### src/rtl/pwm_deadtime_gate.sv
// pwm_deadtime_gate
// Turns three single-ended PWM phase commands into complementary high/low
// gate drives with programmable dead time, a low-side bootstrap pre-charge
// phase on arm, and a latched fault shutdown. Everything runs on clk_sys.
//
// Optional build macro: GATE_FAULT_FILTER_EN
//   defined   -> fault_in must be high for FAULT_FILT consecutive cycles to trip
//   undefined -> fault_in trips on the first clock edge that samples it high
module pwm_deadtime_gate #(
  parameter int DT_WIDTH   = 8,
  parameter int ARM_CYCLES = 256,
  parameter int FAULT_FILT = 4
) (
  input  logic                clk_sys,
  input  logic                rst,
  input  logic                enable,
  input  logic                pwmA_in,
  input  logic                pwmB_in,
  input  logic                pwmC_in,
  input  logic [DT_WIDTH-1:0] dead_time,
  input  logic                fault_in,
  input  logic                fault_clr,
  output logic                gateA_hi,
  output logic                gateA_lo,
  output logic                gateB_hi,
  output logic                gateB_lo,
  output logic                gateC_hi,
  output logic                gateC_lo,
  output logic                running,
  output logic                fault_latched
);

  localparam int ARM_W = $clog2(ARM_CYCLES + 1);

  typedef enum logic [1:0] {
    G_DISABLED,
    G_ARMING,
    G_RUN,
    G_FAULT
  } global_state_t;

  typedef enum logic [1:0] {
    P_LO_ON,
    P_DEAD_R,
    P_HI_ON,
    P_DEAD_F
  } phase_state_t;

  global_state_t       g_state;
  logic [ARM_W-1:0]    arm_cnt;
  phase_state_t        ph_state [3];
  logic [DT_WIDTH-1:0] ph_cnt   [3];
  logic [2:0]          gate_hi;
  logic [2:0]          gate_lo;
  logic [2:0]          pwm_vec;
  logic [DT_WIDTH-1:0] dt_load;
  logic                trip;

  assign pwm_vec = {pwmC_in, pwmB_in, pwmA_in};

  // A dead time of zero is clamped to one cycle, so the count loaded is max(dt,1)-1.
  assign dt_load = (dead_time == '0) ? '0 : dead_time - DT_WIDTH'(1);

`ifdef GATE_FAULT_FILTER_EN
  localparam int FILT_W = $clog2(FAULT_FILT + 1);

  logic [FILT_W-1:0] filt_cnt;

  // Saturating run-length counter of consecutive fault_in-high cycles.
  always_ff @(posedge clk_sys) begin
    if (rst) begin
      filt_cnt <= '0;
    end else if (!fault_in) begin
      filt_cnt <= '0;
    end else if (filt_cnt != FILT_W'(FAULT_FILT)) begin
      filt_cnt <= filt_cnt + FILT_W'(1);
    end
  end

  assign trip = fault_in && (filt_cnt >= FILT_W'(FAULT_FILT - 1));
`else
  // Without the filter the filter length has no role; tie it off to a named sink.
  logic unused_filt_cfg;
  assign unused_filt_cfg = (FAULT_FILT > 0);

  assign trip = fault_in;
`endif

  // Global arm/run/fault sequencer plus the three phase dead-time FSMs; every
  // output is a register so the gates never glitch.
  always_ff @(posedge clk_sys) begin
    if (rst) begin
      g_state       <= G_DISABLED;
      arm_cnt       <= '0;
      gate_hi       <= '0;
      gate_lo       <= '0;
      running       <= 1'b0;
      fault_latched <= 1'b0;
      for (int i = 0; i < 3; i++) begin
        ph_state[i] <= P_LO_ON;
        ph_cnt[i]   <= '0;
      end
    end else begin
      for (int i = 0; i < 3; i++) begin
        ph_state[i] <= P_LO_ON;
        ph_cnt[i]   <= '0;
      end
      gate_hi <= '0;
      gate_lo <= '0;
      running <= 1'b0;

      if (trip) begin
        g_state       <= G_FAULT;
        fault_latched <= 1'b1;
      end else begin
        case (g_state)
          G_DISABLED: begin
            if (enable) begin
              g_state <= G_ARMING;
              arm_cnt <= ARM_W'(ARM_CYCLES - 1);
              gate_lo <= '1;
            end
          end

          G_ARMING: begin
            if (!enable) begin
              g_state <= G_DISABLED;
            end else if (arm_cnt == '0) begin
              g_state <= G_RUN;
              running <= 1'b1;
              gate_lo <= '1;
            end else begin
              arm_cnt <= arm_cnt - ARM_W'(1);
              gate_lo <= '1;
            end
          end

          G_RUN: begin
            if (!enable) begin
              g_state <= G_DISABLED;
            end else begin
              running <= 1'b1;
              for (int i = 0; i < 3; i++) begin
                case (ph_state[i])
                  P_LO_ON: begin
                    if (pwm_vec[i]) begin
                      ph_state[i] <= P_DEAD_R;
                      ph_cnt[i]   <= dt_load;
                    end else begin
                      gate_lo[i]  <= 1'b1;
                    end
                  end
                  P_DEAD_R: begin
                    if (!pwm_vec[i]) begin
                      gate_lo[i]  <= 1'b1;
                    end else if (ph_cnt[i] == '0) begin
                      ph_state[i] <= P_HI_ON;
                      gate_hi[i]  <= 1'b1;
                    end else begin
                      ph_state[i] <= P_DEAD_R;
                      ph_cnt[i]   <= ph_cnt[i] - DT_WIDTH'(1);
                    end
                  end
                  P_HI_ON: begin
                    if (!pwm_vec[i]) begin
                      ph_state[i] <= P_DEAD_F;
                      ph_cnt[i]   <= dt_load;
                    end else begin
                      ph_state[i] <= P_HI_ON;
                      gate_hi[i]  <= 1'b1;
                    end
                  end
                  P_DEAD_F: begin
                    if (pwm_vec[i]) begin
                      ph_state[i] <= P_HI_ON;
                      gate_hi[i]  <= 1'b1;
                    end else if (ph_cnt[i] == '0) begin
                      gate_lo[i]  <= 1'b1;
                    end else begin
                      ph_state[i] <= P_DEAD_F;
                      ph_cnt[i]   <= ph_cnt[i] - DT_WIDTH'(1);
                    end
                  end
                  default: begin
                    gate_lo[i] <= 1'b1;
                  end
                endcase
              end
            end
          end

          G_FAULT: begin
            if (fault_clr && !fault_in && !enable) begin
              g_state       <= G_DISABLED;
              fault_latched <= 1'b0;
            end
          end

          default: begin
            g_state <= G_DISABLED;
          end
        endcase
      end
    end
  end

  assign gateA_hi = gate_hi[0];
  assign gateA_lo = gate_lo[0];
  assign gateB_hi = gate_hi[1];
  assign gateB_lo = gate_lo[1];
  assign gateC_hi = gate_hi[2];
  assign gateC_lo = gate_lo[2];

endmodule

### config.mk
export PLATFORM = sky130hd
export DESIGN_NAME = pwm_deadtime_gate
export DESIGN_NICKNAME = d
export VERILOG_FILES = /design/src/rtl/pwm_deadtime_gate.sv
export SDC_FILE = /design/constraint.sdc
export NUM_CORES = 1
export LEC_CHECK = 0
export CELL_PAD_IN_SITES_DETAIL_PLACEMENT = 2
export CELL_PAD_IN_SITES_GLOBAL_PLACEMENT = 2
export CORE_MARGIN = 10
export CORE_UTILIZATION = 38
export CTS_CLUSTER_SIZE = 28
export DETAILED_ROUTE_END_ITERATION = 8
export GPL_TIMING_DRIVEN = 0
export PLACE_DENSITY = 0.85
export SYNTH_ARGS = -nofsm -noshare
export SYNTH_HDL_FRONTEND = slang
export SYNTH_SLANG_ARGS = --single-unit
### constraint.sdc
create_clock -name clk_sys -period 5.6 [get_ports clk_sys]
set_input_delay 1.12 -clock clk_sys [delete_from_list [all_inputs] [get_ports clk_sys]]
set_output_delay 1.12 -clock clk_sys [all_outputs]
set_load 0.03 [all_outputs]
# After elaboration in Yosys (flattened, before gate mapping)
# Memory sizes are Yosys's and may differ from the RTL's.
# Cells that the tools add are included.
dict set report totals {
  reg_bits 19
  latchBits 0
  ramBits 30
  mem_bits_ro 0
  input_bits 16
  out_inout_bits 8
  wordCells 322
  mem_count 2
}
dict set report op_classes {
  add_sub_neg 5
  n_mul 0
  div 0
  order_cmp 0
  n_eq_ne 19
  shift 0
  n_mux 220
  n_bitwise 42
  n_reduce_logical 28
}
# memory depth width read_ports rd_clocked_by_memory_dff write_ports line_no
set mem_list {}
lappend mem_list {ph_cnt 3 8 3 0 3 52} ;# logic [DT_WIDTH-1:0] ph_cnt [3];
lappend mem_list {ph_state 3 2 3 0 3 51} ;# phase_state_t ph_state [3];
# cell n
set ops {}
lappend ops {{$mux 1} 159}
lappend ops {{$mux 8} 16}
lappend ops {{$mux 2} 30}
lappend ops {{$or 1x1->1} 39}
lappend ops {{$logic_not 8->1} 4}
lappend ops {{$sub 8x1->8 const B} 4}
lappend ops {{$mux 9} 3}
lappend ops {{$pmux 9 s2} 1}
lappend ops {{$eq 2x2->1 const B} 8}
lappend ops {{$reduce_or 2->1} 8}
lappend ops {{$pmux 1 s2} 7}
lappend ops {{$logic_not 9->1} 1}
lappend ops {{$ne 3x3->1 const B} 3}
lappend ops {{$sub 9x1->9 const B} 1}
lappend ops {{$eq 2x1->1 const B} 4}
lappend ops {{$logic_not 2->1} 4}
lappend ops {{$pmux 2 s4} 1}
lappend ops {{$mux 3} 2}
lappend ops {{$ne 2x2->1 const B} 3}
lappend ops {{$pmux 3 s2} 1}
lappend ops {{$reduce_bool 2->1} 3}
lappend ops {{$reduce_and 5->1} 1}
lappend ops {{$ne 4x4->1 const B} 1}
lappend ops {{$reduce_and 4->1} 1}
lappend ops {{other kinds (5)} 9}

# Longest topological paths before layout
# Gate-level depths: netlist of run 1.
# An unclocked memory read counts as a cell.
dict set report logic_depth {
  ltp_word 16
  ltp_mapped 8
  mapped_depth_nobuf 6
}

# Worst setup path before layout of run 1
# Ideal clock, no wire load.
dict set report synth_timing {
  path_kind {input -> register}
  startpoint {in dead_time[4]}
  endpoint {mem ph_cnt[0][6]}
  setup_ns 0.132
  arrival_ns 2.136
  required_ns 5.468
  slack_ns 3.332
  stages 4
  path_buffers 0
  cell_sequence {nor4_1 -> nand2_1 -> mux2i_1 -> o22ai_1}
}
# item line_no
set synth_lines {}
lappend synth_lines {{start: declaration} 20} ;# input logic [DT_WIDTH-1:0] dead_time,
lappend synth_lines {{end: declaration} 52}

==> results.yml, run 1 <==
power:
  power.density_nw_per_um2: 274
  switching_share_pct: 27.1
  switchingPower_w: 0.000223
  pwr-share-seq_pct: 45.8
  peakVddDrop_uv: 178
  pwr-share-comb_pct: 18.1
  p_clk_share_pct: 36.1
  p_int_w: 0.000599
  power.leakage_nw: 1.18
floorplanning:
  io_pins: 24
  dieWidth_microns: 102
  die_area_sq_um: 10400
  core_sq_um: 6420
  rows: 29
  dieHeight_microns: 102
  start_util_pct: 39.5
route:
  wl_met3_microns: 184
  drt-total-wl_microns: 7390
  wl_met1_microns: 3380
  vias: 2284
  viasPerCell: 5.74
  dr.pass1.iters: 4
  postRouteAntennaNets: 0
  drtIter0Drc: 55
  met2_length_microns: 3740
  highest_layer: "met4"
  drc_errors: 0
  wire_per_inst_microns: 18.6
global_route:
  grt_start_max_net_pins: 16
  grt_use_total_pct: 14.8
  grt_pass1_vias: 2496
  grt_overflow_total: 0
  antenna_found_initial: 0
  grt_pass1_wl_microns: 12500
synthesis:
  seq_area_frac_synth_pct: 38.6
  synth_nets: 316
  syn_area_per_cell_sq_um: 8.76
  synthArstFlopShare_pct: 0
  synth_area_leaders: "dfxtp_1 (39%), ha_1 (4.9%), xor2_1 (3.8%)"
  synth_top_cell_area_share_pct: 38.6
  synth_top_area_cell: "dfxtp_1"
  ys.flop_type: "dfxtp_1"
  synth_seq_cells: 49
  synthCells: 290
  synth_cell_types: 49
  synth_enable_flop_cells: 0
  ys_warn_count: 0
  synth_area_sq_um: 2540
cts:
  ctsHtreeMaxLevel: 2
  clk_latency_ns: 0.30
  postCtsSetupBuffers: 0
  cts.sinks: 49
  cts-resized-gates: 0
  path_clk_slew_ns: 0.09
  cts_tree: "built"
  holdBufCountCts: 0
  clk_path_buf_depth: 2
  clockRootBuffer: "clkbuf_8"
  cts_buffers: 5
sta:
  fin_skew_ns: 0.00388
  relSlewSlack_pct: 38.1
  worst_pin_slew_ns: 0.920
  rsz0062_at_grt: "no"
  finalCriticalPeriod_ns: 3.01
  fin_crit_sh_pct: 53.8
  hold_ws_ns: 0.472
  fmax_mhz: 332
  setup_viol: 0
  hold_viol: 0
  fin_ws_ns: 2.59
  setup-tns-final_ns: 0
  final-max-slew-violation-count: 0
setup_path:
  cp_slowest_cell: "nor4_1"
  end_kind: "flop"
  reg2reg_slack_ns: 3.39
  crit_type: "in -> reg"
  cp_max_fo: 6
  reg2reg_from: "g_state[1]"
  crit_buf_inv: 1
  critPathLaunchType: "input port"
  ff2ff_path_depth: 7
  reg2reg_to: "arm_cnt[7]"
  crit_arrival_ns: 3.19
  required_ns: 5.78
  path_delay_family: "simple AND/OR/NAND/NOR gates"
  max_stage_delay_ns: 0.80
  crit_chain: "clkdlybuf4s50_1 -> nor4_1 -> a21oi_1 -> a31oi_1 -> o22ai_1"
cells_and_area:
  fillers: 716
  seq_area_sq_um: 981
  multi_input_area_sq_um: 1450
  fin_cells: 398
  n_antenna_cell: 0
  post-route-util_pct: 46.7
  final_net_count: 346
  drive_gt1_share_pct: 5.30
  area_growth_syn_to_layout_pct: 18.1
place:
  dp.cells: 390
  gp_congestion: 0.752
  portBuffers: 23
  dp_hpwl_microns: 5490
  place_ws_ns: 2.33
min_path:
  hp-start: "arm_cnt[8]"
  whs_path_depth: 2
  holdCritPathClass: "reg -> reg"
  hold_path_end: "arm_cnt[8]"
outcome:
  status: "finished, final reports clean"
flow_run:
  drv_cap: 0
## layer usage
| metal | global-route usage (%) | vias to the layer above |
|---|---|---|
| met5 | 0 | - |
| met4 | 4.07 | 0 |
| met3 | 2.52 | 9 |
| met2 | 26.3 | 17 |
| met1 | 18.0 | 1131 |
| li1 | - | 1127 |
## cell families (layout without fill, tap and decap cells)
kind of cell | count (synthesis) | count (layout) | synth area share (%)
and+or+nand+nor | 105 | 105 | 22.7
AOI/OAI and AO/OA | 72 | 72 | 19.8
DFF | 49 | 49 | 38.6
buffers and inverters | 27 | 58 | 4.38
xor gates and xnor gates | 20 | 20 | 6.90
adders and majority gates | 10 | 10 | 4.93
muxes | 7 | 7 | 2.76
## cells in the mapped netlist, drive strengths merged, types with 5 or more instances
| cell | n |
|---|---|
| ha | 10 |
| a31oi | 7 |
| nand2b | 5 |
| nor3 | 14 |
| xor2 | 11 |
| inv | 20 |
| nand3 | 6 |
| or3 | 5 |
| a21oi | 15 |
| nor3b | 5 |
| o22ai | 15 |
| nor4 | 5 |
| mux2i | 7 |
| nand2 | 21 |
| o21a | 5 |
| o21ai | 6 |
| nor2 | 21 |
| a211oi | 7 |
| dfxtp | 49 |
| xnor2 | 9 |
## tightest hold or removal path, cell delays in order (launching register included)
cell and delay [ns]:
dfxtp_1 0.32, nand2b_1 0.07, a21oi_1 0.04
## final cells by class
type	instances	area share (%)
Timing Repair Buffer	23	7.67
Inverter	20	2.50
Clock buffer	5	2.29
Buffer	7	1.21
Clock inverter	3	2.17
Tap cell	77	3.21
Multi-Input combinational cell	214	48.2
Sequential cell	49	32.7
## power by group through the flow
stage | Combinational [W] | Clock [W] | Sequential (W)
floorplan | 0.0000935 | 0 | 0.000385
global placement | 0.000141 | 0 | 0.000384
detailed placement | 0.000147 | 0 | 0.000385
CTS | 0.000149 | 0.000304 | 0.000377
global route | 0.000167 | 0.000318 | 0.000379
finish | 0.000149 | 0.000297 | 0.000377
## worst max path at each step
stage	start	depth (start not counted)	end	slack, ns
2_1_floorplan	dead_time[4]	4	ph_cnt[0][6]	3.33
3_3_place_gp	dead_time[2]	5	ph_cnt[0][6]	2.34
3_5_place_dp	dead_time[2]	5	ph_cnt[0][7]	2.33
4_1_cts	dead_time[2]	5	ph_cnt[0][7]	2.60
5_1_grt	dead_time[2]	5	ph_cnt[0][7]	2.28
6_report	dead_time[2]	5	ph_cnt[0][7]	2.59
## state kept, by name (all words and copies together), names as in the netlist
name           count
fault_latched      1
ph_state           6
ph_cnt            24
arm_cnt            9
g_state            2
gate_lo            3
running            1
gate_hi            3
## metrics by stage
stage / cell area [sq um] / total power (W)
after floorplan: 2540 / 0.000478
after global placement: 2870 / 0.000525
after detailed placement: 2870 / 0.000532
after CTS: 3000 / 0.000829
after global routing: 3000 / 0.000864
final: 3000 / 0.000823
## cell usage in the layout, fill, tap and decap left out, types with 4 or more instances in the layout
cell type         n
nor3_1           14
or3_1             4
clkbuf_8          5
mux2i_1           7
nor2_1           21
clkbuf_1          4
o21ai_0           6
ha_1             10
xor2_1           11
a21oi_1          15
a211oi_1          7
nor3b_1           5
nand3b_1          4
xnor2_1           9
clkdlybuf4s50_1  23
nand2_1          21
o21a_1            5
o22ai_1          15
a31oi_1           7
nand2b_1          5
nand3_1           6
inv_1            20
nor4_1            5
dfxtp_1          49
(Power assumes the default switching activity.)
==> run 2: changes to the inputs <==
--- a/config.mk
+++ b/config.mk
@@ -8,11 +8,11 @@
 export CELL_PAD_IN_SITES_DETAIL_PLACEMENT = 2
 export CELL_PAD_IN_SITES_GLOBAL_PLACEMENT = 2
 export CORE_MARGIN = 10
-export CORE_UTILIZATION = 38
+export CORE_UTILIZATION = 35
 export CTS_CLUSTER_SIZE = 28
 export DETAILED_ROUTE_END_ITERATION = 8
 export GPL_TIMING_DRIVEN = 0
-export PLACE_DENSITY = 0.85
+export PLACE_DENSITY = 0.79
 export SYNTH_ARGS = -nofsm -noshare
 export SYNTH_HDL_FRONTEND = slang
 export SYNTH_SLANG_ARGS = --single-unit
==> constraint.sdc (replaced) <==
create_clock -name clk_sys -period 2.9 [get_ports clk_sys]
set_input_delay 0.58 -clock clk_sys [delete_from_list [all_inputs] [get_ports clk_sys]]
set_output_delay 0.58 -clock clk_sys [all_outputs]
set_load 0.03 [all_outputs]
==> results.yml, run 2 (synthesis gave the netlist of run 1 again) <==
sta:
  fin_crit_sh_pct: 87.5
  fmax_mhz: 394
  fin_skew_ns: 0.0160
  finalCriticalPeriod_ns: 2.54
  hold_ws_ns: 0.493
  hold_viol: 0
  setup-tns-final_ns: 0
  worst_pin_slew_ns: 0.961
  relSlewSlack_pct: 35.3
  final-max-slew-violation-count: 0
  rsz0062_at_grt: "no"
  setup_viol: 0
  fin_ws_ns: 0.362
setup_path:
  cp_max_fo: 6
  crit_start: "dead_time[4]"
  crit_chain: "clkdlybuf4s50_1 -> nor4_1 -> a21oi_1 -> a31oi_1 -> o22ai_1"
  critPathLaunchType: "input port"
  max_stage_delay_ns: 0.85
  crit_arrival_ns: 2.69
  crit_type: "in -> reg"
  end_kind: "flop"
  ff2ff_path_depth: 7
  required_ns: 3.05
  crit_path_end: "ph_cnt[2][7]"
  cp_slowest_cell: "nor4_1"
  reg2reg_from: "g_state[1]"
  reg2reg_slack_ns: 0.65
  reg2reg_to: "arm_cnt[4]"
cells_and_area:
  n_antenna_cell: 0
  drive_gt1_share_pct: 4.98
  fin_area_sq_um: 2980
  fillers: 838
  final_net_count: 346
  final_cell_mix: "dfxtp_1 (49), clkdlybuf4s50_1 (23), nand2_1 (21), nor2_1 (21), inv_1 (20)"
  seq_area_sq_um: 981
  final_common_cell: "dfxtp_1"
  largest_reg_flops: 24
  multi_input_area_sq_um: 1450
  area_growth_syn_to_layout_pct: 17.2
  top_regs: "ph_cnt x24, arm_cnt x9, ph_state x6"
  regMostFlops: "ph_cnt"
cts:
  clk_latency_ns: 0.31
  ctsHtreeMaxLevel: 2
  postCtsSetupBuffers: 0
  holdBufCountCts: 0
  path_clk_slew_ns: 0.08
  cts-resized-gates: 0
  cts_buffers: 5
  clockRootBuffer: "clkbuf_8"
  clk_path_buf_depth: 2
  cts_tree: "built"
  cts.sinks: 49
global_route:
  grt_use_total_pct: 13.9
  grt_pass1_wl_microns: 13000
  antenna_found_initial: 0
  grt_pass1_vias: 2502
  grt_overflow_total: 0
  grt_start_max_net_pins: 16
place:
  gp_congestion: 0.747
  dp_hpwl_microns: 5640
  portBuffers: 23
  place_ws_ns: 0.0761
  placed_area_sq_um: 2890
power:
  p_int_w: 0.000988
  switching_share_pct: 30.8
  p_clk_share_pct: 28.9
  pwr-share-seq_pct: 50.9
  power.density_nw_per_um2: 479
  switchingPower_w: 0.000439
  peakVddDrop_uv: 207
  pwr-share-comb_pct: 20.2
  power.leakage_nw: 1.16
flow_run:
  drv_cap: 0
route:
  postRouteAntennaNets: 0
  wire_per_inst_microns: 17.6
  dr.pass1.iters: 3
  drt-total-wl_microns: 7330
  drtIter0Drc: 39
  drc_errors: 0
  vias: 2250
  viasPerCell: 5.40
floorplanning:
  core_sq_um: 6910
  die_area_sq_um: 11100
  start_util_pct: 36.8
  rows: 30
  io_pins: 24
  dieHeight_microns: 105
  dieWidth_microns: 105
outcome:
  status: "finished, final reports clean"
min_path:
  holdCritPathClass: "reg -> reg"
run 2: power by group through the flow:
stage                     clock (W)  sequential (W)  combinational, W
final                      0.000412        0.000727          0.000288
after global routing       0.000458        0.000733          0.000328
after CTS                  0.000427        0.000727          0.000291
after detailed placement          0        0.000743          0.000289
after global placement            0        0.000741          0.000276
after floorplan                   0        0.000743          0.000181
run 2: critical path: cells and delay by family:
| family | cells | cell delay, ns |
|---|---|---|
| AOI/OAI and AO/OA | 3 | 0.79 |
| buffers and inverters | 1 | 0.46 |
| and+or+nand+nor | 1 | 0.85 |
run 2: how the worst min path moves through the flow:
stage	start	to	slack, ns	cells after the start
floorplan	arm_cnt[8]	arm_cnt[8]	0.43	2
global placement	arm_cnt[8]	arm_cnt[8]	0.44	2
detailed placement	arm_cnt[8]	arm_cnt[8]	0.46	2
CTS	ph_cnt[0][0]	ph_cnt[0][0]	0.49	1
global route	ph_cnt[0][0]	ph_cnt[0][0]	0.52	1
finish	ph_cnt[0][0]	ph_cnt[0][0]	0.49	1
run 2: through the flow:
stage / utilization (%) / cells / total power [W]
after detailed placement: 41.8 / 409 / 0.00103
after floorplan: - / 290 / 0.000923
after global routing: 43.1 / 417 / 0.00152
final: 43.1 / 417 / 0.00143
after CTS: 43.1 / 417 / 0.00145
after global placement: 41.8 / 409 / 0.00102
run 2: layout make-up:
class	count	area share [%]
Timing Repair Buffer	23	7.73
Tap cell	96	4.04
Inverter	20	2.52
Multi-Input combinational cell	214	48.6
Buffer	7	1.22
Clock inverter	2	0.462
Clock buffer	6	2.44
Sequential cell	49	33.0
run 2: per-layer routing:
layer | up-vias | routed length (microns) | global-route usage (%)
met5 | - | 0 | 0
met4 | 0 | 75 | 3.53
met3 | 6 | 107 | 2.03
met2 | 13 | 3590 | 23.7
met1 | 1114 | 3560 | 17.7
li1 | 1117 | - | -
==> run 3: changes to the inputs <==
--- a/config.mk
+++ b/config.mk
@@ -12,6 +12,7 @@
 export CTS_CLUSTER_SIZE = 28
 export DETAILED_ROUTE_END_ITERATION = 8
 export GPL_TIMING_DRIVEN = 0
+export MAX_ROUTING_LAYER = met4
 export PLACE_DENSITY = 0.79
 export SYNTH_ARGS = -nofsm -noshare
 export SYNTH_HDL_FRONTEND = slang
==> results.yml, run 3 (synthesis gave the netlist of run 1 again) <==
route:
  drc_errors: 0
  dr.pass1.iters: 3
  postRouteAntennaNets: 0
  vias: 2250
  drt-total-wl_microns: 7340
  viasPerCell: 5.40
  drtIter0Drc: 40
  wire_per_inst_microns: 17.6
cts:
  cts-resized-gates: 0
  clk_path_buf_depth: 2
  cts_tree: "built"
  path_clk_slew_ns: 0.08
  postCtsSetupBuffers: 0
  clk_latency_ns: 0.31
  cts_buffers: 5
  holdBufCountCts: 0
  cts.sinks: 49
  ctsHtreeMaxLevel: 2
  clockRootBuffer: "clkbuf_8"
floorplanning:
  start_util_pct: 36.8
  core_sq_um: 6910
  rows: 30
  die_area_sq_um: 11100
  io_pins: 24
  dieWidth_microns: 105
  dieHeight_microns: 105
setup_path:
  reg2reg_slack_ns: 0.63
  ff2ff_path_depth: 7
  cp_slowest_cell: "nor4_1"
  crit_type: "in -> reg"
  cp_max_fo: 6
  required_ns: 3.05
  end_kind: "flop"
  critPathLaunchType: "input port"
  crit_arrival_ns: 2.69
  crit_chain: "clkdlybuf4s50_1 -> nor4_1 -> a21oi_1 -> a31oi_1 -> o22ai_1"
  max_stage_delay_ns: 0.85
sta:
  fin_skew_ns: 0.0157
  worst_pin_slew_ns: 0.961
  final-max-slew-violation-count: 0
  hold_viol: 0
  setup-tns-final_ns: 0
  fin_crit_sh_pct: 87.6
  fmax_mhz: 394
  finalCriticalPeriod_ns: 2.54
  hold_ws_ns: 0.493
  setup_viol: 0
  relSlewSlack_pct: 35.3
  rsz0062_at_grt: "no"
min_path:
  whs_path_depth: 1
  holdCritPathClass: "reg -> reg"
cells_and_area:
  regMostFlops: "ph_cnt"
  area_growth_syn_to_layout_pct: 17.2
  final_cell_mix: "dfxtp_1 (49), clkdlybuf4s50_1 (23), nand2_1 (21), nor2_1 (21), inv_1 (20)"
  n_antenna_cell: 0
  final_common_cell: "dfxtp_1"
  drive_gt1_share_pct: 4.98
  top_regs: "ph_cnt x24, arm_cnt x9, ph_state x6"
  final_net_count: 346
  largest_reg_flops: 24
place:
  dp_hpwl_microns: 5640
  gp_congestion: 0.757
  portBuffers: 23
power:
  peakVddDrop_uv: 208
  power.density_nw_per_um2: 480
  power.leakage_nw: 1.16
outcome:
  status: "finished, final reports clean"
global_route:
  grt_pass1_wl_microns: 13000
  grt_start_max_net_pins: 16
  grt_overflow_total: 0
  antenna_found_initial: 0
  grt_pass1_vias: 2502
  grt_use_total_pct: 14.3
flow_run:
  drv_cap: 0
-- run 3: cell counts in the layout (fill, tap and decap cells not counted) --
No cell type changed its count.
-- run 3: through the flow --
step | area [sq um] | util, % | setup slack [ns] | instances | power [W]
global route | 2980 | 43.1 | 0.111 | 417 | 0.00152
global placement | 2890 | 41.8 | 0.209 | 409 | 0.00102
floorplan | 2540 | - | 1.11 | 290 | 0.000923
detailed placement | 2890 | 41.8 | 0.0761 | 409 | 0.00103
CTS | 2980 | 43.1 | 0.381 | 417 | 0.00145
finish | 2980 | 43.1 | 0.360 | 417 | 0.00143
-- run 3: final cells by class --
type                            count  area [sq um]
Buffer                              7          36.3
Clock buffer                        6          72.6
Clock inverter                      2          13.8
Fill cell                         838          3930
Inverter                           20          75.1
Multi-Input combinational cell    214          1450
Sequential cell                    49           981
Tap cell                           96           120
Timing Repair Buffer               23           230
-- run 3: path summary, 6_finish.rpt --
path	start	end
setup / recovery	dead_time[4]	ph_cnt[2][7]
hold / removal	ph_cnt[0][0]	ph_cnt[0][0]
setup reg to reg	g_state[1]	arm_cnt[4]
hold reg to reg	ph_cnt[0][0]	ph_cnt[0][0]
-- run 3: where the power goes --
| group | internal, W | switching, W |
|---|---|---|
| Clock | 0.000173 | 0.000240 |
| Sequential | 0.000699 | 0.0000279 |
| Combinational | 0.000116 | 0.000172 |
| Total | 0.000988 | 0.000440 |
-- run 3: metal layers --
| metal | GRT usage (%) | share of wire [%] |
|---|---|---|
| met1 | 17.6 | 49 |
| met2 | 23.7 | 49 |
| met3 | 2.03 | 1.5 |
| met4 | 3.53 | 0.98 |
| met5 | - | 0 |
-- run 3: critical path, delay by kind of cell --
kind / cells / cell delay (ns)
compound gates: 3 / 0.79
buf+inv: 1 / 0.46
simple gates: 1 / 0.85
